===== config.mk =====
export PLATFORM = sky130hd
export DESIGN_NAME = pdm_mic_rx
export DESIGN_NICKNAME = d
export VERILOG_FILES = /design/src/rtl/pdm_mic_rx.sv
export SDC_FILE = /design/constraint.sdc
export NUM_CORES = 1
export LEC_CHECK = 0
export BUFFER_PORTS_ARGS = -buffer_cell sky130_fd_sc_hd__buf_2
export CAP_MARGIN = 0
export CORE_ASPECT_RATIO = 1.5
export CORE_MARGIN = 2
export CORE_UTILIZATION = 50
export DETAILED_ROUTE_END_ITERATION = 8
export GPL_TIMING_DRIVEN = 0
export PLACE_DENSITY = 0.71
export SYNTH_ARGS = -nofsm -noshare
export SYNTH_HDL_FRONTEND = slang
export SYNTH_SLANG_ARGS = --single-unit

===== constraint.sdc =====
create_clock -name clk -period 1.96 [get_ports clk]
set_input_delay 0.294 -clock clk [delete_from_list [all_inputs] [get_ports clk]]
set_output_delay 0.294 -clock clk [all_outputs]
set_load 0.005 [all_outputs]

===== src/rtl/pdm_mic_rx.sv =====
// PDM microphone receiver: generates the mic bit clock, samples the 1-bit stream
// and decimates it into unsigned ones-count PCM words on a valid/ready port.
module pdm_mic_rx #(
    parameter  int CLK_HZ  = 100000000,
    parameter  int MCLK_HZ = 2500000,
    parameter  int DECIM   = 64,
    localparam int HALF    = CLK_HZ / (2 * MCLK_HZ),
    localparam int W       = $clog2(DECIM + 1)
) (
    input  logic         clk,
    input  logic         reset,
    input  logic         en,
    input  logic         mic_data,
    output logic         mic_clk,
    output logic         mic_lrsel,
    output logic [W-1:0] pcm_data,
    output logic         pcm_valid,
    input  logic         pcm_ready,
    output logic         overrun
);

    localparam int CW = (HALF > 1) ? $clog2(HALF) : 1;
    localparam logic [CW-1:0] CNT_LOAD = CW'(HALF - 1);
    localparam logic [W-1:0]  BIT_LAST = W'(DECIM - 1);

    logic [1:0]    sync_q, sync_d;
    logic [CW-1:0] cnt_q, cnt_d;
    logic          mclk_q, mclk_d;
    logic [W-1:0]  bitcnt_q, bitcnt_d;
    logic [W-1:0]  acc_q, acc_d;
    logic [W-1:0]  pcm_data_q, pcm_data_d;
    logic          pcm_valid_q, pcm_valid_d;
    logic          overrun_q, overrun_d;

    logic          mic_s;
    logic [W-1:0]  word;
    logic          word_done;
    logic          transfer;

    always_comb begin
        sync_d      = {sync_q[0], mic_data};
        mic_s       = sync_q[1];
        cnt_d       = cnt_q;
        mclk_d      = mclk_q;
        bitcnt_d    = bitcnt_q;
        acc_d       = acc_q;
        pcm_data_d  = pcm_data_q;
        pcm_valid_d = pcm_valid_q;
        overrun_d   = overrun_q;
        word_done   = 1'b0;
        // acc never exceeds DECIM-1 here, so adding the last bit cannot wrap.
        word        = acc_q + W'(mic_s);
        transfer    = pcm_valid_q && pcm_ready;

        if (!en) begin
            cnt_d    = CNT_LOAD;
            mclk_d   = 1'b0;
            bitcnt_d = '0;
            acc_d    = '0;
        end else if (cnt_q == '0) begin
            cnt_d  = CNT_LOAD;
            mclk_d = ~mclk_q;
            // End of the high phase: the mic output is settled, take the bit.
            if (mclk_q) begin
                if (bitcnt_q == BIT_LAST) begin
                    word_done = 1'b1;
                    bitcnt_d  = '0;
                    acc_d     = '0;
                end else begin
                    bitcnt_d = bitcnt_q + 1'b1;
                    acc_d    = word;
                end
            end
        end else begin
            cnt_d = cnt_q - 1'b1;
        end

        if (transfer) begin
            pcm_valid_d = 1'b0;
        end
        if (word_done) begin
            pcm_valid_d = 1'b1;
            pcm_data_d  = word;
            if (pcm_valid_q && !pcm_ready) begin
                overrun_d = 1'b1;
            end
        end
    end

    always_ff @(posedge clk) begin
        if (reset) begin
            sync_q      <= '0;
            cnt_q       <= CNT_LOAD;
            mclk_q      <= 1'b0;
            bitcnt_q    <= '0;
            acc_q       <= '0;
            pcm_data_q  <= '0;
            pcm_valid_q <= 1'b0;
            overrun_q   <= 1'b0;
        end else begin
            sync_q      <= sync_d;
            cnt_q       <= cnt_d;
            mclk_q      <= mclk_d;
            bitcnt_q    <= bitcnt_d;
            acc_q       <= acc_d;
            pcm_data_q  <= pcm_data_d;
            pcm_valid_q <= pcm_valid_d;
            overrun_q   <= overrun_d;
        end
    end

    assign mic_clk   = mclk_q;
    assign mic_lrsel = 1'b0;
    assign pcm_data  = pcm_data_q;
    assign pcm_valid = pcm_valid_q;
    assign overrun   = overrun_q;

endmodule


==> report_table.html, run 1 <==
<table>
<tr><th>Metric</th><th>Value</th></tr>
<tr><th colspan="2">Placed design</th></tr>
<tr><td>Final GP Congestion</td><td>a little under 0.8</td></tr>
<tr><td>Pre-CTS WS</td><td>~0.058 ns</td></tr>
<tr><td>DPL Wire Length</td><td>1890 um</td></tr>
<tr><td>Count of input and output buffers</td><td>14</td></tr>
<tr><th colspan="2">Critical path</th></tr>
<tr><td>Buffering stage count on the worst path with inverters included</td><td>1</td></tr>
<tr><td>FF-to-FF setup slack</td><td>about 0.11 ns</td></tr>
<tr><td>Worst setup path class</td><td>reg -&gt; reg</td></tr>
<tr><td>Beginning of the worst register-to-register path</td><td>cnt_q[0]</td></tr>
<tr><td>Endpoint required time on the critical path</td><td>2.18 ns</td></tr>
<tr><td>Element type at the critical path end</td><td>register</td></tr>
<tr><td>Arrival @ worst endpoint</td><td>between 2 and 2.5 ns</td></tr>
<tr><td>Maximum cell stage delay along the critical path</td><td>about 0.54 ns</td></tr>
<tr><td>Largest fanout on the critical path</td><td>5</td></tr>
<tr><td>Sort of element at the start of the critical path</td><td>register</td></tr>
<tr><td>Sequence of cells on the critical path</td><td>inv_1, ha_1, or4b_4, a211oi_2, mux2i_1, nor2_1</td></tr>
<tr><td>Crit-path slowest cell</td><td>or4b_4</td></tr>
<tr><td>Family with the most delay on the worst path</td><td>simple AND/OR/NAND/NOR gates</td></tr>
<tr><td>Worst setup path start</td><td>cnt_q[0]</td></tr>
<tr><th colspan="2">Synthesis</th></tr>
<tr><td>Count of warnings emitted by yosys</td><td>0</td></tr>
<tr><td>Most used flip-flop cell after synthesis</td><td>dfxtp_1</td></tr>
<tr><td>Most repeated cell in the gate-level netlist after synthesis</td><td>dfxtp_1</td></tr>
<tr><td>Leading post-synthesis cells by cell area</td><td>dfxtp_1 45%, nor2_1 4.4%, nand2_1 3.8%</td></tr>
<tr><td>Synth Instances</td><td>between 100 and 150</td></tr>
<tr><td>Share of synthesized flip-flops with an asynchronous set or reset</td><td>0%</td></tr>
<tr><td>Mapped Avg Cell Area</td><td>9.38 um2</td></tr>
<tr><td>Post-synth design cell area</td><td>~1400 um2</td></tr>
<tr><td>Netlist cell types</td><td>37</td></tr>
<tr><td>Number of enable flip-flop cells after synthesis</td><td>0</td></tr>
<tr><td>Post-synth top area cell</td><td>dfxtp_1</td></tr>
<tr><td>Total nets after synthesis</td><td>roughly 160</td></tr>
<tr><td>Seq/Total Area, Yosys</td><td>a little under half</td></tr>
<tr><td>Area share of the largest cell type after synthesis</td><td>45.3%</td></tr>
<tr><td>Total of flip-flops plus latches after synthesis</td><td>31</td></tr>
<tr><td>Ranking of synthesized cells by instance count</td><td>31 x dfxtp_1, 16 x nor2_1, 14 x nand2_1, 7 x nand3_1</td></tr>
<tr><th colspan="2">Drt</th></tr>
<tr><td>Count of antenna-violating nets left after detailed routing</td><td>0</td></tr>
<tr><td>Average via count per standard cell</td><td>5.31</td></tr>
<tr><td>Wirelength per Cell</td><td>roughly 12 um</td></tr>
<tr><td>Initial DRC Count</td><td>27</td></tr>
<tr><td>Final wirelength</td><td>between 2000 and 3000 um</td></tr>
<tr><td>Detailed-routing iteration count for the pre-antenna-repair pass</td><td>4</td></tr>
<tr><td>Vias post-DR</td><td>about 1,100</td></tr>
<tr><td>DRC violation count after routing</td><td>0</td></tr>
<tr><th colspan="2">Cells and area</th></tr>
<tr><td>Syn-to-layout area delta</td><td>17.4%</td></tr>
<tr><td>Share of final-layout standard cells stronger than drive strength 1</td><td>a little over a fifth</td></tr>
<tr><td>Finished Core Util</td><td>around three fifths</td></tr>
<tr><td>Layout fillers</td><td>243</td></tr>
<tr><td>Final nets</td><td>roughly 180</td></tr>
<tr><td>Ant. Diodes</td><td>0</td></tr>
<tr><th colspan="2">Global route</th></tr>
<tr><td>Met2 capacity usage during global routing</td><td>approximately a third</td></tr>
<tr><td>Sum of overflow across all layers after global routing</td><td>0</td></tr>
<tr><td>Overall fraction of global-route tracks in use</td><td>between 15 and 20%</td></tr>
<tr><td>Maximum number of pins on one net before global-route repair</td><td>11</td></tr>
<tr><td>First-pass GRT wire length</td><td>approximately 4300 um</td></tr>
<tr><td>Busiest layer in global routing</td><td>met2</td></tr>
<tr><td>Number of global-route vias before repair</td><td>1,051</td></tr>
<tr><td>Met1 capacity usage during global routing</td><td>between 20% and 30%</td></tr>
<tr><td>Met3 usage</td><td>under 10%</td></tr>
<tr><td>Initial antenna violation count</td><td>0</td></tr>
<tr><th colspan="2">Floorplan</th></tr>
<tr><td>Number of standard-cell rows in the floorplan</td><td>23</td></tr>
<tr><td>Die span in y</td><td>slightly below 70 um</td></tr>
<tr><td>Die span in x</td><td>between 40 and 50 um</td></tr>
<tr><td>Total Die Area</td><td>around 3200 um2</td></tr>
<tr><td>Ports</td><td>16</td></tr>
<tr><td>CORE AREA</td><td>approximately 2600 um2</td></tr>
<tr><td>Initial standard-cell utilization of the core</td><td>between 50% and 60%</td></tr>
<tr><th colspan="2">STA</th></tr>
<tr><td>Unrepaired setup endpoints after global routing</td><td>no</td></tr>
<tr><td>Slack of the critical path</td><td>~0.11 ns</td></tr>
<tr><td>Setup skew after layout</td><td>roughly 0.0027 ns</td></tr>
<tr><td>FMAX</td><td>~0.54 GHz</td></tr>
<tr><td># setup viols final</td><td>0</td></tr>
<tr><td>Final Hold Violating Endpoints</td><td>0</td></tr>
<tr><td>Final number of max-transition violations</td><td>0</td></tr>
<tr><td>Sum of negative setup slack</td><td>0 ns</td></tr>
<tr><td>Post-route clock period utilization</td><td>between 90 and 100%</td></tr>
<tr><td>Time the final worst path needs with I/O delays and setup</td><td>1.85 ns</td></tr>
<tr><th colspan="2">Clock network</th></tr>
<tr><td>Post-cts gate resize count</td><td>0</td></tr>
<tr><td>Worst-skew pair later-pin latency</td><td>0.28 ns</td></tr>
<tr><td>Clock root buffer</td><td>clkbuf_8</td></tr>
<tr><td>CTS tree</td><td>yes</td></tr>
<tr><td>Number of clock buffers inserted by TritonCTS</td><td>5</td></tr>
<tr><td>Hold buffer count at CTS</td><td>0</td></tr>
<tr><td>Maximum clock insertion buffer count</td><td>2</td></tr>
<tr><td>Clock sink total</td><td>31</td></tr>
<tr><td>Number of H-tree branching levels</td><td>2</td></tr>
<tr><td>Clk slew on worst S/H paths</td><td>roughly 0.06 ns</td></tr>
<tr><th colspan="2">Worst hold path</th></tr>
<tr><td>Worst hold path type</td><td>in -&gt; reg</td></tr>
<tr><td>Worst Min Path Start</td><td>reset</td></tr>
<tr><th colspan="2">Power</th></tr>
<tr><td>Reported leakage power</td><td>roughly 0.62 nW</td></tr>
<tr><td>Sw Share</td><td>approximately a fifth</td></tr>
<tr><td>Fraction of power consumed by combinational cells</td><td>approximately 2.3%</td></tr>
<tr><td>Seq pwr share</td><td>about 53%</td></tr>
<tr><td>Internal portion of total power</td><td>around 0.96 mW</td></tr>
<tr><td>Clock power frac</td><td>44.8%</td></tr>
<tr><td>Total power density per cell area</td><td>~750 nW/um2</td></tr>
<tr><td>Max VDD drop</td><td>0.492 mV</td></tr>
<tr><td>P_sw</td><td>0.239 mW</td></tr>
<tr><th colspan="2">Run status</th></tr>
<tr><td>Run status</td><td>finished, final reports clean</td></tr>
<tr><th colspan="2">Flow run</th></tr>
<tr><td>Count of maximum capacitance violations</td><td>0</td></tr>
</table>
state kept, by name (all words and copies together) (netlist names):
name / flops
pcm_valid: 1
acc_q: 7
overrun: 1
bitcnt_q: 7
sync_q: 2
cnt_q: 5
pcm_data: 7
mic_clk: 1
final cells by class:
| type | count | area (um2) | area share, % |
|---|---|---|---|
| multi-input combinational | 106 | 701 | 43.5 |
| sequential | 31 | 621 | 38.6 |
| tap | 37 | 46.3 | 2.88 |
| buffer | 6 | 37.5 | 2.33 |
| clock buffer | 8 | 100 | 6.22 |
| timing repair buffer | 17 | 92.6 | 5.75 |
| inverter | 3 | 11.3 | 0.700 |
power groups by stage:
stage | clock network [mW] | registers [mW] | logic, mW
global placement | 0 | 0.650 | 0.0271
finish | 0.539 | 0.636 | 0.0279
detailed placement | 0 | 0.650 | 0.0285
global route | 0.590 | 0.636 | 0.0320
floorplan | 0 | 0.650 | 0.0181
CTS | 0.554 | 0.636 | 0.0286
worst register-to-register path, stage by stage, from the launching register on:
cell      delay (ns)
dfxtp_1         0.32
inv_1           0.06
ha_1            0.23
or4b_4          0.54
a211oi_2        0.41
mux2i_1         0.14
nor2_1          0.10
logic make-up (layout without fill, tap and decap cells):
kind of cell	Yosys count	after routing	synth area share, %
mux	3	3	2.19
other cells	1	1	0.274
simple gates	63	63	24.9
fa+ha+maj	4	4	3.65
compound gates	26	26	14.3
buf+inv	9	34	3.56
xor+xnor	9	9	5.75
flops	31	31	45.3
repair_timing:
action	CTS	global route
hold endpoints to repair	0	0
endpoints found under the setup margin	0	12
setup buffers	0	3
cells in the final DEF (no fill, tap or decap), types with 5 or more instances in the layout:
cell type  count
nand2_1       14
dfxtp_1       31
buf_4          5
buf_2         14
nand3_1        7
nor2_1        16
o21ai_0        5
clkbuf_8       7
nor2b_1        5
xor2_1         5
metrics by stage:
| stage | instance area [um2] | hold slack, ns | total power, mW | std cells |
|---|---|---|---|---|
| 6_report | 1610 | 0.212 | 1.20 | 208 |
| 5_1_grt | 1610 | 0.240 | 1.26 | 208 |
| 4_1_cts | 1590 | 0.210 | 1.22 | 205 |
| 3_5_place_dp | 1490 | 0.384 | 0.679 | 197 |
| 2_1_floorplan | 1370 | 0.366 | 0.668 | 146 |
| 3_3_place_gp | 1490 | 0.383 | 0.677 | 197 |
metal layers:
layer / up-vias / part of all wire [%]
met2: 22 / 52
met1: 515 / 41
met5: - / 0
met3: 10 / 3.3
met4: 0 / 3.8
li1: 557 / -
path summary, 6_finish.rpt:
path	endpoint	depth (start not counted)
min reg2reg	cnt_q[0]	1
max reg2reg	bitcnt_q[0]	6
min	sync_q[0]	2
max	bitcnt_q[0]	6
(Power assumes the default switching activity.)
==> run 2, diff against run 1 <==
CELL_PAD_IN_SITES_DETAIL_PLACEMENT = 0   (was default)
CELL_PAD_IN_SITES_GLOBAL_PLACEMENT = 1   (was default)
CORE_UTILIZATION = 43   (was 50)
PLACE_DENSITY = 0.78   (was 0.71)
==> report_table.html, run 2 (same netlist as run 1, synthesis figures left out) <==
<table>
<tr><th>Metric</th><th>Value</th></tr>
<tr><th colspan="2">Cells and area</th></tr>
<tr><td>Most common cell after layout, fill and taps aside</td><td>dfxtp_1</td></tr>
<tr><td>Ant. Diodes</td><td>0 (unchanged)</td></tr>
<tr><td>Syn-to-layout area delta</td><td>17.9%</td></tr>
<tr><td>Post-route standard cell area excluding fillers</td><td>1620 um2 (+0.39%)</td></tr>
<tr><td>Most frequent cells in the layout</td><td>31 x dfxtp_1, 16 x nor2_1, 14 x nand2_1, 14 x buf_2</td></tr>
<tr><td>Share of final-layout standard cells stronger than drive strength 1</td><td>21.8% (+0.13 points)</td></tr>
<tr><td>Final standard cell count with taps included and fillers excluded</td><td>210 (+0.96%)</td></tr>
<tr><td>Final nets</td><td>178 (-0.56%)</td></tr>
<tr><th colspan="2">Global route</th></tr>
<tr><td>Number of global-route vias before repair</td><td>1,063 (+1.1%)</td></tr>
<tr><td>Overall fraction of global-route tracks in use</td><td>17.0% (-2.7 points)</td></tr>
<tr><td>Initial antenna violation count</td><td>0 (unchanged)</td></tr>
<tr><td>Maximum number of pins on one net before global-route repair</td><td>11 (unchanged)</td></tr>
<tr><td>Sum of overflow across all layers after global routing</td><td>0 (unchanged)</td></tr>
<tr><td>First-pass GRT wire length</td><td>4580 um (+5.9%)</td></tr>
<tr><th colspan="2">Flow run</th></tr>
<tr><td>Count of maximum capacitance violations</td><td>0 (unchanged)</td></tr>
<tr><th colspan="2">Drt</th></tr>
<tr><td>Detailed-routing iteration count for the pre-antenna-repair pass</td><td>3 (-1)</td></tr>
<tr><td>Count of antenna-violating nets left after detailed routing</td><td>0 (unchanged)</td></tr>
<tr><td>Average via count per standard cell</td><td>5.11 (-3.7%)</td></tr>
<tr><td>Final wirelength</td><td>2640 um (+3.1%)</td></tr>
<tr><td>Wirelength per Cell</td><td>12.6 um (+2.1%)</td></tr>
<tr><td>Initial DRC Count</td><td>16 (-41%)</td></tr>
<tr><td>Vias post-DR</td><td>1,073 (-2.8%)</td></tr>
<tr><td>DRC violation count after routing</td><td>0 (unchanged)</td></tr>
<tr><th colspan="2">Floorplan</th></tr>
<tr><td>Die span in x</td><td>50.1 um (+7.2%)</td></tr>
<tr><td>Number of standard-cell rows in the floorplan</td><td>25 (+8.7%)</td></tr>
<tr><td>Total Die Area</td><td>3660 um2 (+15%)</td></tr>
<tr><td>Ports</td><td>16 (unchanged)</td></tr>
<tr><td>Initial standard-cell utilization of the core</td><td>44.2% (-7.5 points)</td></tr>
<tr><td>Die span in y</td><td>73.1 um (+7.4%)</td></tr>
<tr><td>CORE AREA</td><td>3100 um2 (+17%)</td></tr>
<tr><th colspan="2">Critical path</th></tr>
<tr><td>Crit. path cell count</td><td>8 (+2)</td></tr>
<tr><td>Crit-path slowest cell</td><td>nor4b_4</td></tr>
<tr><td>Sequence of cells on the critical path</td><td>inv_1, ha_1, nor4b_4, and4_1, buf_4, buf_6, nor2_2, a211oi_2</td></tr>
<tr><td>Endpoint of the most critical register-to-register path</td><td>pcm_data[3]</td></tr>
<tr><td>Maximum cell stage delay along the critical path</td><td>0.40 ns (-0.14 ns)</td></tr>
<tr><td>FF-to-FF setup slack</td><td>0.11 ns (about the same)</td></tr>
<tr><td>Family with the most delay on the worst path</td><td>simple AND/OR/NAND/NOR gates</td></tr>
<tr><td>Endpoint of the most critical setup path</td><td>pcm_data[3]</td></tr>
<tr><td>Element type at the critical path end</td><td>register</td></tr>
<tr><td>Arrival @ worst endpoint</td><td>2.05 ns (-0.02 ns)</td></tr>
<tr><td>Worst setup path start</td><td>cnt_q[0]</td></tr>
<tr><td>Largest fanout on the critical path</td><td>10 (+5)</td></tr>
<tr><td>Endpoint required time on the critical path</td><td>2.17 ns (about the same)</td></tr>
<tr><td>Worst setup path class</td><td>reg -&gt; reg</td></tr>
<tr><td>Buffering stage count on the worst path with inverters included</td><td>3 (+2)</td></tr>
<tr><td>Depth of the worst register-to-register path</td><td>8 (+2)</td></tr>
<tr><td>Beginning of the worst register-to-register path</td><td>cnt_q[0]</td></tr>
<tr><td>Sort of element at the start of the critical path</td><td>register</td></tr>
<tr><th colspan="2">Placed design</th></tr>
<tr><td>DP Area</td><td>1490 um2 (+0.25%)</td></tr>
<tr><td>Placed insts</td><td>200 (+1.5%)</td></tr>
<tr><td>Count of input and output buffers</td><td>14 (unchanged)</td></tr>
<tr><td>DPL Wire Length</td><td>2000 um (+6.0%)</td></tr>
<tr><td>Final GP Congestion</td><td>0.782 (+1.3%)</td></tr>
<tr><th colspan="2">Clock network</th></tr>
<tr><td>Hold buffer count at CTS</td><td>0 (unchanged)</td></tr>
<tr><td>Clock root buffer</td><td>clkbuf_8</td></tr>
<tr><td>CTS tree</td><td>yes</td></tr>
<tr><td>Worst-skew pair later-pin latency</td><td>0.28 ns (about the same)</td></tr>
<tr><td>Clock sink total</td><td>31 (unchanged)</td></tr>
<tr><td>Number of clock buffers inserted by TritonCTS</td><td>5 (unchanged)</td></tr>
<tr><td>Number of H-tree branching levels</td><td>2 (unchanged)</td></tr>
<tr><td>Maximum clock insertion buffer count</td><td>2 (unchanged)</td></tr>
<tr><td>Clk slew on worst S/H paths</td><td>0.06 ns (about the same)</td></tr>
<tr><th colspan="2">STA</th></tr>
<tr><td>Setup skew after layout</td><td>0.00602 ns (+0.00329 ns)</td></tr>
<tr><td>FMAX</td><td>0.541 GHz (about the same)</td></tr>
<tr><td>Post-route clock period utilization</td><td>94.3% (about the same)</td></tr>
<tr><td>Time the final worst path needs with I/O delays and setup</td><td>1.85 ns (-0.0000660 ns)</td></tr>
<tr><td># setup viols final</td><td>0 (unchanged)</td></tr>
<tr><td>Unrepaired setup endpoints after global routing</td><td>no</td></tr>
<tr><td>Sum of negative setup slack</td><td>0 ns (unchanged)</td></tr>
<tr><td>Final number of max-transition violations</td><td>0 (unchanged)</td></tr>
<tr><td>Final Hold Violating Endpoints</td><td>0 (unchanged)</td></tr>
<tr><th colspan="2">Worst hold path</th></tr>
<tr><td>Worst hold path type</td><td>in -&gt; reg</td></tr>
<tr><td>Worst Min Path Start</td><td>reset</td></tr>
<tr><th colspan="2">Power</th></tr>
<tr><td>Total power density per cell area</td><td>749 nW/um2 (+0.11%)</td></tr>
<tr><td>Reported leakage power</td><td>0.612 nW (-0.63%)</td></tr>
<tr><td>Max VDD drop</td><td>0.547 mV (+11%)</td></tr>
<tr><th colspan="2">Run status</th></tr>
<tr><td>Run status</td><td>finished, final reports clean</td></tr>
</table>
-- run 2: cell count changes in the layout (fill, tap and decap cells not counted) --
cell      before  now
a211oi_2       4    3
a211oi_4       0    1
buf_4          5    4
nor2b_1        5    4
nor2b_2        0    1
-- run 2: what timing repair did --
item,CTS,global route
setup endpoints to repair,0,8
gates resized for setup,0,2
buffers inserted,0,2
-- run 2: stage by stage --
stage                     setup slack (ns)  utilization (%)  hold WS, ns  power [mW]
after global placement               0.122             48.1        0.382       0.678
after global routing               0.00352             52.2        0.206        1.25
after floorplan                      0.298                -        0.366       0.668
final                                0.111             52.2        0.213        1.21
after CTS                           0.0651             51.4        0.206        1.23
after detailed placement            0.0719             48.1        0.389       0.679
-- run 2: where the power goes --
group          internal [mW]  leakage, nW  total (mW)  switching (mW)
combinational         0.0101        0.311      0.0280          0.0178
sequential             0.634        0.250       0.636         0.00206
clock                  0.320       0.0515       0.545           0.225
total                  0.964        0.612        1.21           0.245
-- run 2: worst reg2reg max path: stages, from the launching register on --
cell,delay [ns]
dfxtp_1,0.32
inv_1,0.06
ha_1,0.22
nor4b_4,0.40
and4_1,0.25
buf_4,0.15
buf_6,0.16
nor2_2,0.05
a211oi_2,0.18
-- run 2: area by class of cell --
type | count | area (um2)
inverter | 3 | 11.3
fill | 291 | 1480
clock buffer | 8 | 100
multi-input combinational | 106 | 711
sequential | 31 | 621
tap | 40 | 50.0
buffer | 6 | 37.5
timing repair buffer | 16 | 85.1
-- run 2: routing by layer --
metal	share of wire [%]	vias to the layer above	global-route usage [%]
li1	-	552	-
met1	39	499	15.4
met2	55	16	32.3
met3	3.7	6	5.94
met4	2.0	0	8.33
met5	0	-	0
-- run 2: how the worst min path moves through the flow --
| stage | slack [ns] | depth (start not counted) | endpoint |
|---|---|---|---|
| 2_1_floorplan | 0.37 | 1 | sync_q[0] |
| 3_3_place_gp | 0.38 | 1 | cnt_q[0] |
| 3_5_place_dp | 0.39 | 1 | cnt_q[0] |
| 4_1_cts | 0.21 | 2 | sync_q[0] |
| 5_1_grt | 0.21 | 2 | sync_q[0] |
| 6_report | 0.21 | 2 | sync_q[0] |
==> run 3, diff against run 2 <==
ABC_AREA = 1   (was default)
CORE_UTILIZATION = 41   (was 43)
==> report_table.html, run 3 <==
<table>
<tr><th>Metric</th><th>Value</th></tr>
<tr><th colspan="2">Run status</th></tr>
<tr><td>Run status</td><td>finished, final reports clean</td></tr>
<tr><th colspan="2">Global route</th></tr>
<tr><td>Initial antenna violation count</td><td>0 (unchanged)</td></tr>
<tr><td>First-pass GRT wire length</td><td>4800 um (+4.7%)</td></tr>
<tr><td>Sum of overflow across all layers after global routing</td><td>0 (unchanged)</td></tr>
<tr><td>Maximum number of pins on one net before global-route repair</td><td>10 (-1)</td></tr>
<tr><td>Overall fraction of global-route tracks in use</td><td>16.0% (-0.95 points)</td></tr>
<tr><td>Number of global-route vias before repair</td><td>1,180 (+11%)</td></tr>
<tr><th colspan="2">Clock network</th></tr>
<tr><td>Post-cts gate resize count</td><td>0 (unchanged)</td></tr>
<tr><td>Number of H-tree branching levels</td><td>2 (unchanged)</td></tr>
<tr><td>Number of buffers inserted by post-CTS setup repair</td><td>0 (unchanged)</td></tr>
<tr><td>Maximum clock insertion buffer count</td><td>2 (unchanged)</td></tr>
<tr><td>Clock sink total</td><td>31 (unchanged)</td></tr>
<tr><td>Clock root buffer</td><td>clkbuf_8</td></tr>
<tr><td>Number of clock buffers inserted by TritonCTS</td><td>5 (unchanged)</td></tr>
<tr><td>CTS tree</td><td>yes</td></tr>
<tr><td>Worst-skew pair later-pin latency</td><td>0.28 ns (about the same)</td></tr>
<tr><td>Clk slew on worst S/H paths</td><td>0.06 ns (about the same)</td></tr>
<tr><td>Hold buffer count at CTS</td><td>0 (unchanged)</td></tr>
<tr><th colspan="2">Floorplan</th></tr>
<tr><td>Die span in x</td><td>52.3 um (+4.4%)</td></tr>
<tr><td>Die span in y</td><td>76.5 um (+4.6%)</td></tr>
<tr><td>Ports</td><td>16 (unchanged)</td></tr>
<tr><td>Total Die Area</td><td>4000 um2 (+9.2%)</td></tr>
<tr><td>Initial standard-cell utilization of the core</td><td>42.4% (-1.8 points)</td></tr>
<tr><td>Number of standard-cell rows in the floorplan</td><td>26 (+4.0%)</td></tr>
<tr><td>CORE AREA</td><td>3380 um2 (+9.3%)</td></tr>
<tr><th colspan="2">Worst hold path</th></tr>
<tr><td>Worst hold path type</td><td>in -&gt; reg</td></tr>
<tr><td>Worst hold path cell count</td><td>3 (+1)</td></tr>
<tr><th colspan="2">STA</th></tr>
<tr><td>Final Hold Violating Endpoints</td><td>0 (unchanged)</td></tr>
<tr><td>Sum of negative setup slack</td><td>0 ns (unchanged)</td></tr>
<tr><td>Time the final worst path needs with I/O delays and setup</td><td>1.48 ns (-0.371 ns)</td></tr>
<tr><td>Unrepaired setup endpoints after global routing</td><td>no</td></tr>
<tr><td>Final number of max-transition violations</td><td>0 (unchanged)</td></tr>
<tr><td># setup viols final</td><td>0 (unchanged)</td></tr>
<tr><td>Setup skew after layout</td><td>0.00349 ns (-0.00254 ns)</td></tr>
<tr><td>Post-route clock period utilization</td><td>75.4% (-19 points)</td></tr>
<tr><td>FMAX</td><td>0.677 GHz (+25%)</td></tr>
<tr><td>Slack of the critical path</td><td>0.482 ns (+0.371 ns)</td></tr>
<tr><th colspan="2">Drt</th></tr>
<tr><td>Highest routing layer actually used</td><td>met4</td></tr>
<tr><td>Initial DRC Count</td><td>21 (+5)</td></tr>
<tr><td>Final wirelength</td><td>2670 um (+0.99%)</td></tr>
<tr><td>Detailed-routing iteration count for the pre-antenna-repair pass</td><td>4 (+1)</td></tr>
<tr><td>Average via count per standard cell</td><td>4.72 (-7.5%)</td></tr>
<tr><td>Vias post-DR</td><td>1,200 (+12%)</td></tr>
<tr><td>Wirelength per Cell</td><td>10.5 um (-17%)</td></tr>
<tr><td>Met1 routed wirelength after detailed routing</td><td>1060 um (+2.8%)</td></tr>
<tr><td>DRC violation count after routing</td><td>0 (unchanged)</td></tr>
<tr><td>Count of antenna-violating nets left after detailed routing</td><td>0 (unchanged)</td></tr>
<tr><td>Metal2 WL</td><td>1480 um (+1.4%)</td></tr>
<tr><td>Sum of met3 wire segment lengths after detailed routing</td><td>71 um (-27%)</td></tr>
<tr><th colspan="2">Cells and area</th></tr>
<tr><td>Most common cell after layout, fill and taps aside</td><td>nand2_1</td></tr>
<tr><td>Share of final-layout standard cells stronger than drive strength 1</td><td>16.5% (-5.3 points)</td></tr>
<tr><td>Syn-to-layout area delta</td><td>15.2%</td></tr>
<tr><td>Area used by sequential logic in the layout</td><td>621 um2 (unchanged)</td></tr>
<tr><td>Total area of multi-input combinational cells</td><td>693 um2 (-2.5%)</td></tr>
<tr><td>Final nets</td><td>220 (+24%)</td></tr>
<tr><td>Final standard cell count with taps included and fillers excluded</td><td>254 (+21%)</td></tr>
<tr><td>Most frequent cells in the layout</td><td>44 x nand2_1, 35 x nor2_1, 31 x dfxtp_1</td></tr>
<tr><td>Layout fillers</td><td>374 (+29%)</td></tr>
<tr><td>Ant. Diodes</td><td>0 (unchanged)</td></tr>
<tr><th colspan="2">Synthesis</th></tr>
<tr><td>Share of synthesized flip-flops with an asynchronous set or reset</td><td>0% (unchanged)</td></tr>
<tr><td>Post-synth top area cell</td><td>dfxtp_1</td></tr>
<tr><td>Number of enable flip-flop cells after synthesis</td><td>0 (unchanged)</td></tr>
<tr><td>Total of flip-flops plus latches after synthesis</td><td>31 (unchanged)</td></tr>
<tr><td>Ranking of synthesized cells by instance count</td><td>44 x nand2_1, 35 x nor2_1, 31 x dfxtp_1, 28 x inv_1, 12 x nand3_1</td></tr>
<tr><td>Seq/Total Area, Yosys</td><td>43.2% (-2.1 points)</td></tr>
<tr><td>Most repeated cell in the gate-level netlist after synthesis</td><td>nand2_1</td></tr>
<tr><td>Netlist cell types</td><td>27 (-27%)</td></tr>
<tr><td>Area share of the largest cell type after synthesis</td><td>43.2% (-2.1 points)</td></tr>
<tr><td>Most used flip-flop cell after synthesis</td><td>dfxtp_1</td></tr>
<tr><td>Mapped Avg Cell Area</td><td>7.51 um2 (-20%)</td></tr>
<tr><td>Total nets after synthesis</td><td>200 (+29%)</td></tr>
<tr><td>Dominant combinational cell family by area after synthesis</td><td>simple AND/OR/NAND/NOR gates</td></tr>
<tr><td>Leading post-synthesis cells by cell area</td><td>dfxtp_1 43%, nand2_1 12%, nor2_1 9.2%</td></tr>
<tr><td>Post-synth design cell area</td><td>1440 um2 (+4.7%)</td></tr>
<tr><td>Synth Area in Adders</td><td>3.49% (-0.17 points)</td></tr>
<tr><td>Compound-gate portion of the synthesized area</td><td>4.71% (-9.6 points)</td></tr>
<tr><td>Portion of netlist area occupied by mux cells</td><td>0% (-2.2 points)</td></tr>
<tr><td>Count of warnings emitted by yosys</td><td>0 (unchanged)</td></tr>
<tr><td>Synthesized-area fraction occupied by xor and xnor cells</td><td>3.05% (-2.7 points)</td></tr>
<tr><td>Synth Area in Simple Gates</td><td>36.8% (+12 points)</td></tr>
<tr><td>Synth Instances</td><td>191 (+31%)</td></tr>
<tr><th colspan="2">Critical path</th></tr>
<tr><td>Arrival @ worst endpoint</td><td>1.64 ns (-0.41 ns)</td></tr>
<tr><td>Depth of the worst register-to-register path</td><td>7 (-1)</td></tr>
<tr><td>Sort of element at the start of the critical path</td><td>register</td></tr>
<tr><td>Endpoint required time on the critical path</td><td>2.12 ns (-0.05 ns)</td></tr>
<tr><td>Element type at the critical path end</td><td>register</td></tr>
<tr><td>Worst setup path class</td><td>reg -&gt; reg</td></tr>
<tr><td>Largest fanout on the critical path</td><td>7 (-3)</td></tr>
<tr><th colspan="2">Flow run</th></tr>
<tr><td>Count of maximum capacitance violations</td><td>0 (unchanged)</td></tr>
<tr><th colspan="2">Power</th></tr>
<tr><td>P_sw</td><td>0.257 mW (+4.7%)</td></tr>
<tr><td>Internal portion of total power</td><td>0.965 mW (about the same)</td></tr>
<tr><td>Reported leakage power</td><td>0.776 nW (+27%)</td></tr>
<tr><td>Total power density per cell area</td><td>739 nW/um2 (-1.3%)</td></tr>
<tr><td>Clock power frac</td><td>45.1% (about the same)</td></tr>
<tr><td>Max VDD drop</td><td>0.463 mV (-15%)</td></tr>
<tr><td>Sw Share</td><td>21.0% (+0.75 points)</td></tr>
<tr><td>Power, Total</td><td>1.22 mW (+1.0%)</td></tr>
<tr><td>Seq pwr share</td><td>52.1% (-0.5 points)</td></tr>
<tr><td>Fraction of power consumed by combinational cells</td><td>2.8% (+0.5 points)</td></tr>
<tr><th colspan="2">Placed design</th></tr>
<tr><td>DPL Wire Length</td><td>2130 um (+6.5%)</td></tr>
<tr><td>Pre-CTS WS</td><td>0.477 ns (+0.405 ns)</td></tr>
<tr><td>Placed insts</td><td>246 (+23%)</td></tr>
<tr><td>Count of input and output buffers</td><td>13 (-1)</td></tr>
<tr><td>Final GP Congestion</td><td>0.742 (-5.1%)</td></tr>
</table>
-- run 3: cell count changes after synthesis, sizes merged, moves of 3 or more --
cell    before  now
nand2       14   46
nand3        7   15
mux2i        3    0
and2         3    0
a211oi       6    1
nor2b        5    0
inv          3   29
nor2        20   39
-- run 3: cells by family after synthesis --
kind of cell	Yosys count
buffers and inverters	31
DFF	31
other	1
and+or+nand+nor	107
adders and majority gates	4
xor gates and xnor gates	5
AOI/OAI and AO/OA	12
-- run 3: through the flow --
step	hold WS, ns	cell area [um2]	utilization (%)
final	0.217	1650	48.9
after detailed placement	0.394	1550	45.9
after floorplan	0.363	1440	-
after global routing	0.246	1650	48.9
after global placement	0.390	1550	45.9
after CTS	0.205	1650	48.9
-- run 3: final timing paths --
check / from / slack, ns / end
worst max-delay path: cnt_q[0] / 0.48 / acc_q[3]
worst min-delay path: mic_data / 0.22 / sync_q[0]
worst max register to register: cnt_q[0] / 0.48 / acc_q[3]
worst min register to register: cnt_q[0] / 0.41 / cnt_q[0]
-- run 3: area by class of cell --
cell class                      count  area share [%]
Inverter                           29            6.59
Timing Repair Buffer               13            3.94
Tap cell                           42            3.18
Clock buffer                        8            6.06
Buffer                              2           0.757
Multi-Input combinational cell    129            41.9
Sequential cell                    31            37.5
-- run 3: worst max-delay path, stage by stage (launching register included) --
cell and delay, ns:
dfxtp_1 0.32, inv_1 0.06, ha_1 0.30, nand4_4 0.24, nand2_2 0.17, inv_1 0.13
nand2_1 0.07, o21ai_0 0.07
-- run 3: per-layer routing --
metal | vias up | track usage [%]
li1 | 624 | -
met1 | 557 | 16.1
met2 | 13 | 28.1
met3 | 6 | 5.88
met4 | 0 | 6.92
met5 | - | 0
-- run 3: power by group through the flow --
stage	Combinational (mW)	Clock [mW]	Sequential (mW)
5_1_grt	0.0399	0.600	0.636
3_5_place_dp	0.0351	0	0.650
4_1_cts	0.0352	0.574	0.636
6_report	0.0344	0.551	0.636
3_3_place_gp	0.0337	0	0.650
2_1_floorplan	0.0247	0	0.650
